File: config.mk
export PLATFORM = sky130hd
export DESIGN_NAME = seq_pattern_gen
export DESIGN_NICKNAME = d
export VERILOG_FILES = /design/src/rtl/seq_gen_pkg.sv /design/src/rtl/seq_gen_shreg.sv /design/src/rtl/seq_pattern_gen.sv
export SDC_FILE = /design/constraint.sdc
export NUM_CORES = 1
export LEC_CHECK = 0
export BUFFER_PORTS_ARGS = -buffer_cell sky130_fd_sc_hd__buf_2
export CAP_MARGIN = 20
export CORE_ASPECT_RATIO = 0.6
export CORE_MARGIN = 2
export CORE_UTILIZATION = 42
export CTS_CLUSTER_SIZE = 10
export DETAILED_ROUTE_END_ITERATION = 12
export GPL_TIMING_DRIVEN = 0
export PLACE_DENSITY = 0.63
export SLEW_MARGIN = 5
export SYNTH_ARGS = -nofsm -noshare
export SYNTH_HDL_FRONTEND = slang
export SYNTH_SLANG_ARGS = --single-unit
export TNS_END_PERCENT = 30
File: constraint.sdc
create_clock -name clk -period 3.01 [get_ports clk]
set_clock_uncertainty 0.05 [all_clocks]
set_input_delay 0 -clock clk [delete_from_list [all_inputs] [get_ports clk]]
set_output_delay 0 -clock clk [all_outputs]
set_load 0.1 [all_outputs]
File: src/rtl/seq_gen_pkg.sv
// seq_gen_pkg
// Shared definitions for the serial pattern generator:
//   - gen_state_t : FSM state encoding (IDLE, SHIFT, GAP, DONE)
//   - default widths for pattern, repeat count and gap length
//   - a couple of commonly used 4-bit patterns
package seq_gen_pkg;

    localparam int PAT_W_DEF = 4;
    localparam int REP_W_DEF = 8;
    localparam int GAP_W_DEF = 4;

    localparam logic [3:0] PAT_1010 = 4'b1010;
    localparam logic [3:0] PAT_1011 = 4'b1011;

    // Two bits cover all four states, so there is no unreachable encoding;
    // the FSM still routes any unexpected value back to IDLE.
    typedef enum logic [1:0] {
        IDLE  = 2'd0,
        SHIFT = 2'd1,
        GAP   = 2'd2,
        DONE  = 2'd3
    } gen_state_t;

endpackage

File: src/rtl/seq_gen_shreg.sv
// seq_gen_shreg
// Loadable PAT_W-bit shift register that shifts left (MSB out first) and
// tracks which bit is currently presented through a down-counter.
// Ports:
//   clk, rst  : clock, asynchronous active-high reset (clears everything)
//   load      : load load_val and restart the bit counter at PAT_W-1
//   shift     : shift left by one and decrement the bit counter
//   load_val  : pattern to load
//   msb       : bit currently presented (register MSB)
//   last_bit  : high while the final bit of the pattern is presented
module seq_gen_shreg #(
    parameter int PAT_W = 4
) (
    input  logic             clk,
    input  logic             rst,
    input  logic             load,
    input  logic             shift,
    input  logic [PAT_W-1:0] load_val,
    output logic             msb,
    output logic             last_bit
);

    localparam int CNT_W = (PAT_W > 1) ? $clog2(PAT_W) : 1;

    logic [PAT_W-1:0] sr_q;
    logic [CNT_W-1:0] cnt_q;

    // load wins over shift so a back-to-back repeat can reload on the
    // same edge that shifts out the last bit.
    always_ff @(posedge clk or posedge rst) begin
        if (rst) begin
            sr_q  <= '0;
            cnt_q <= '0;
        end else if (load) begin
            sr_q  <= load_val;
            cnt_q <= CNT_W'(PAT_W - 1);
        end else if (shift) begin
            sr_q  <= {sr_q[PAT_W-2:0], 1'b0};
            cnt_q <= cnt_q - 1'b1;
        end
    end

    assign msb      = sr_q[PAT_W-1];
    assign last_bit = (cnt_q == '0);

endmodule

File: src/rtl/seq_pattern_gen.sv
// seq_pattern_gen
// Serial pattern transmitter. On start (sampled only while ready) it
// captures pat_in, max(rep_cnt,1) and gap_len, then shifts the pattern out
// MSB-first one bit per clock, repeating it with gap_len idle cycles
// between repeats, and pulses done for one cycle after the final bit.
// Optional feature macro: SEQ_GEN_ABORT_EN adds an abort input that drops
// a running frame back to IDLE on the next edge without a done pulse.
// Ports:
//   clk, rst   : clock, asynchronous active-high reset
//   start      : transmit request (ignored while busy, not queued)
//   pat_in     : pattern, MSB sent first
//   rep_cnt    : repetition count, 0 behaves as 1
//   gap_len    : idle cycles between repetitions, 0 = back-to-back
//   abort      : (SEQ_GEN_ABORT_EN only) cancel frame in SHIFT/GAP
//   ready      : high in IDLE
//   x, x_valid : serial bit and its qualifier
//   done       : one-cycle pulse after the last bit
//   dbg_state  : current FSM state for observation
// Handshake: a request is accepted on a rising edge where start=1 and
// ready=1; start on any other edge is dropped.
// All outputs decode only flops (state and shift register), so reset
// forces them to their idle values immediately.
module seq_pattern_gen
    import seq_gen_pkg::*;
#(
    parameter int PAT_W = PAT_W_DEF,
    parameter int REP_W = REP_W_DEF,
    parameter int GAP_W = GAP_W_DEF
) (
    input  logic             clk,
    input  logic             rst,
    input  logic             start,
    input  logic [PAT_W-1:0] pat_in,
    input  logic [REP_W-1:0] rep_cnt,
    input  logic [GAP_W-1:0] gap_len,
`ifdef SEQ_GEN_ABORT_EN
    input  logic             abort,
`endif
    output logic             ready,
    output logic             x,
    output logic             x_valid,
    output logic             done,
    output logic [1:0]       dbg_state
);

    gen_state_t state_q, state_d;

    logic [PAT_W-1:0] pat_q;
    logic [REP_W-1:0] rep_q;      // repetitions still to send, incl. current
    logic [GAP_W-1:0] gap_q;
    logic [GAP_W-1:0] gap_cnt_q;  // idle cycles left in the current gap

    logic             sh_load;
    logic             sh_shift;
    logic [PAT_W-1:0] sh_load_val;
    logic             sh_msb;
    logic             sh_last;

    logic             capture;
    logic             rep_dec;
    logic             gap_start;
    logic             gap_dec;
    logic             abort_hit;

`ifdef SEQ_GEN_ABORT_EN
    assign abort_hit = abort;
`else
    assign abort_hit = 1'b0;
`endif

    seq_gen_shreg #(
        .PAT_W (PAT_W)
    ) u_shreg (
        .clk      (clk),
        .rst      (rst),
        .load     (sh_load),
        .shift    (sh_shift),
        .load_val (sh_load_val),
        .msb      (sh_msb),
        .last_bit (sh_last)
    );

    always_ff @(posedge clk or posedge rst) begin
        if (rst) begin
            state_q <= IDLE;
        end else begin
            state_q <= state_d;
        end
    end

    always_comb begin
        state_d     = state_q;
        sh_load     = 1'b0;
        sh_shift    = 1'b0;
        sh_load_val = pat_q;
        capture     = 1'b0;
        rep_dec     = 1'b0;
        gap_start   = 1'b0;
        gap_dec     = 1'b0;

        case (state_q)
            IDLE: begin
                if (start) begin
                    capture     = 1'b1;
                    sh_load     = 1'b1;
                    sh_load_val = pat_in;
                    state_d     = SHIFT;
                end
            end
            SHIFT: begin
                sh_shift = 1'b1;
                if (sh_last) begin
                    if (rep_q > REP_W'(1)) begin
                        rep_dec = 1'b1;
                        if (gap_q != '0) begin
                            gap_start = 1'b1;
                            state_d   = GAP;
                        end else begin
                            // Reload on this edge: next repeat has no bubble.
                            sh_load = 1'b1;
                        end
                    end else begin
                        state_d = DONE;
                    end
                end
            end
            GAP: begin
                gap_dec = 1'b1;
                if (gap_cnt_q <= GAP_W'(1)) begin
                    sh_load = 1'b1;
                    state_d = SHIFT;
                end
            end
            DONE: begin
                state_d = IDLE;
            end
            default: begin
                state_d = IDLE;
            end
        endcase

        if (abort_hit && (state_q == SHIFT || state_q == GAP)) begin
            state_d   = IDLE;
            sh_load   = 1'b0;
            sh_shift  = 1'b0;
            rep_dec   = 1'b0;
            gap_start = 1'b0;
            gap_dec   = 1'b0;
        end
    end

    always_ff @(posedge clk or posedge rst) begin
        if (rst) begin
            pat_q     <= '0;
            rep_q     <= '0;
            gap_q     <= '0;
            gap_cnt_q <= '0;
        end else begin
            if (capture) begin
                pat_q <= pat_in;
                rep_q <= (rep_cnt == '0) ? REP_W'(1) : rep_cnt;
                gap_q <= gap_len;
            end else if (rep_dec) begin
                rep_q <= rep_q - 1'b1;
            end

            if (gap_start) begin
                gap_cnt_q <= gap_q;
            end else if (gap_dec) begin
                gap_cnt_q <= gap_cnt_q - 1'b1;
            end
        end
    end

    assign ready     = (state_q == IDLE);
    assign x_valid   = (state_q == SHIFT);
    assign x         = x_valid & sh_msb;
    assign done      = (state_q == DONE);
    assign dbg_state = state_q;

endmodule
==> results.yml <==
outcome:
  status: "finished, final reports clean"
sta:
  setup_viol: 0
  finalCritPeriodShare_pct: 85.2
  slew_viol_final: 0
  hold_viol: 0
  fin_crit_ps: 2560
  fin_ws_ps: 447
  slew_headroom_pct: 39.8
  worstMarginPinSlew_ps: 896
  max_clock_freq_ghz: 0.390
  tns_ps: 0
  rsz0062_at_grt: "no"
setup_path:
  crit_buf_inv: 1
  required_ps: 3130
  slowest_stage: "o31ai_1"
  cpPeakStageDelay_ps: 790
  crit_path_cell_trace: "inv_1 -> ha_1 -> nor2_1 -> nor4_1 -> o31ai_1 -> mux2_2"
  cp-start-kind: "register"
  cp_max_fo: 6
  endpoint_kind: "register"
  arrival_ps: 2680
  crit_type: "register to register"
  crit_family: "compound AO/OA/AOI/OAI gates"
  r2r_slack_ps: 450
global_routing:
  grt_usage_pct: 18.0
  grt_overflow_total: 0
  grt_start_max_net_pins: 29
  antenna_found_initial: 0
  grt_pass1_wl_um: 5680
  grt_pass1_vias: 1215
floorplanning:
  core-area_um2: 3590
  die-area_um2: 4200
  start_util_pct: 43.0
  fp.dieW_um: 82.3
  ios: 25
  die_h_um: 51.0
  num_rows: 17
power_and_ir_drop:
  leakagePower_nw: 0.898
  swShare_pct: 48.3
  ir_worst_vdd_v: 0.000680
  power_density_nw_per_um2: 1150
  p_clk_share_pct: 13.0
  switching_power_mw: 1.10
  combPwrFrac_pct: 54.1
  internal_power_mw: 1.18
  sequentialPowerShare_pct: 32.9
logic_synthesis:
  post_synth_xor_area_fraction_pct: 2.27
  syn_inst: 161
  synth_top_family_by_area: "simple AND/OR/NAND/NOR gates"
  ys_types: 42
  synth_top_area_share_pct: 45.3
  synth-edff-count: 0
  synth-compound-area-share_pct: 13.1
  yosys.area_share.simple_pct: 23.6
  async_flop_share_pct: 100
  synth_fp_nets: 185
  ys_seq_area_share_pct: 45.3
  synth.area.mux_share_pct: 7.45
  ys_top_cells_by_area: "dfrtp_1 45%, mux2_2 5.8%, nand2_1 5.6%, ha_1 4.0%, o21ai_0 3.9%"
  synthAdderAreaFrac_pct: 4.05
  synth_seq_cells: 28
  synth_top_flop_cell: "dfrtp_1"
  yosysWarnings: 0
  synth_area_um2: 1550
  yosys.area.top_type: "dfrtp_1"
  syn_avg_cell_area_um2: 9.60
routing:
  drcViolationCount: 0
  wire_per_inst_um: 13.6
  drt_wl_total_um: 3430
  postRouteAntennaNets: 0
  firstDrtPassIters: 4
  vias_per_cell: 5.19
  drtIter0Drc: 127
  vias: 1307
clock_network:
  clkTransAtPathRegs_ps: 100
  cts_tree: "done"
  cts_root_buf: "clkbuf_8"
  htree_levels: 1
  cts_setup_buffers: 0
  cts_num_sinks: 28
  cts_resized: 0
  cts_buffers: 3
  clockBufferDepth: 2
  insertion_delay_ps: 280
  cts_hold_buf: 15
placement:
  dp_slack_ps: 530
  post_dp_cell_area_um2: 1730
  dpl.cell_count: 232
  hpwl_um: 2470
  port_buffers: 24
  gp_congestion: 0.769
cells_and_area:
  area_growth_pct: 27.9
  drive_above_1_share_pct: 23.9
  fillerInstances: 354
  design_area_um2: 1980
  nets: 230
  final_cell_count_no_fill: 252
  fin_util_pct: 55.0
  diodes: 0
min_path:
  min_path_type: "primary input to register"
flow_run:
  cap_violations: 0
## worst paths after layout
check / startpoint / to / depth (start not counted)
max in group asynchronous: rst / rep_q[4]$_DFFE_PP0P_ / 4
worst min-delay path: rep_cnt[3] / rep_q[3]$_DFFE_PP0P_ / 3
worst max-delay path: rep_q[0]$_DFFE_PP0P_ / u_shreg.sr_q[1]$_DFFE_PP0P_ / 6
min in group asynchronous: rst / rep_q[5]$_DFFE_PP0P_ / 3
worst max register to register: rep_q[0]$_DFFE_PP0P_ / u_shreg.sr_q[1]$_DFFE_PP0P_ / 6
worst min register to register: u_shreg.cnt_q[1]$_DFFE_PP0P_ / u_shreg.cnt_q[1]$_DFFE_PP0P_ / 1
## synth_stat cells (all sizes together), types with 2 or more instances
master  count
nand2b      3
nand3       6
o41a        2
dfrtp      28
a22oi       2
inv         8
o211ai      2
xnor2       2
xor2        2
or4         3
o21ai      12
nor2       16
ha          5
nand2      23
buf         3
mux2        9
nor3        8
and2        4
nor4        4
## layout by cell type, fill, tap and decap left out, types with 2 or more instances in the layout
| cell type | count |
|---|---|
| dfrtp_1 | 28 |
| buf_2 | 25 |
| nand2_1 | 23 |
| nor2_1 | 15 |
| dlygate4sd3_1 | 15 |
| o21ai_0 | 12 |
| inv_1 | 8 |
| nor3_1 | 8 |
| mux2_2 | 8 |
| nand3_1 | 6 |
| ha_1 | 5 |
| nor4_1 | 4 |
| and2_1 | 3 |
| nand2b_1 | 3 |
| clkbuf_8 | 3 |
| buf_6 | 2 |
| o41a_1 | 2 |
| or4_1 | 2 |
| xor2_1 | 2 |
| a22oi_1 | 2 |
| xnor2_1 | 2 |
| o211ai_1 | 2 |
## per-stage QoR
stage	hold slack, ps	power, mW
3_3_place_gp	141	1.93
6_report	12.7	2.28
4_1_cts	6.99	2.29
2_1_floorplan	15.4	1.73
5_1_grt	8.08	2.46
3_5_place_dp	147	1.97
## kinds of logic (layout without fill, tap and decap cells)
kind of cell             count (synthesis)  after routing
XOR/XNOR                                 4              4
AO/OA/AOI/OAI                           27             27
adder cells (fa/ha/maj)                  5              5
buffers and inverters                   13             57
multiplexers                            10             10
AND/OR/NAND/NOR                         74             74
flip-flops                              28             28
## power by group through the flow
stage | clock network [mW] | logic (mW) | registers (mW)
floorplan | 0 | 0.920 | 0.806
detailed placement | 0 | 1.22 | 0.755
finish | 0.296 | 1.23 | 0.751
global route | 0.323 | 1.36 | 0.785
CTS | 0.305 | 1.23 | 0.748
global placement | 0 | 1.18 | 0.743
## flip-flops by register name, summed over array words and instances, names as in the netlist
register       count
dbg_state          2
gap_cnt_q          4
gap_q              4
pat_q              4
rep_q              8
u_shreg.cnt_q      2
u_shreg.sr_q       4
## tightest hold or removal path: cells and delay by family
family / cells / cell delay (ps)
AO/OA/AOI/OAI: 1 / 150
buffers and inverters: 1 / 110
AND/OR/NAND/NOR: 1 / 50
## cell type report
class,instances,area [µm²],share of cell area (%)
Clock inverter,1,30.0,1.52
Buffer,4,31.3,1.58
Tap cell,47,58.8,2.98
Timing Repair Buffer,40,298,15.1
Multi-Input combinational cell,120,782,39.6
Inverter,9,33.8,1.71
Clock buffer,3,41.3,2.09
Sequential cell,28,701,35.5
## per-layer routing
metal | wire, µm | part of all wire (%) | up-vias | global-route usage, %
met5 | 0 | 0 | - | 0
met4 | 8 | 0.23 | 0 | 3.33
met3 | 156 | 4.6 | 2 | 4.59
met2 | 1490 | 43 | 33 | 27.7
met1 | 1770 | 52 | 614 | 25.8
li1 | - | - | 658 | -
Power figures use the tool's default switching activity.
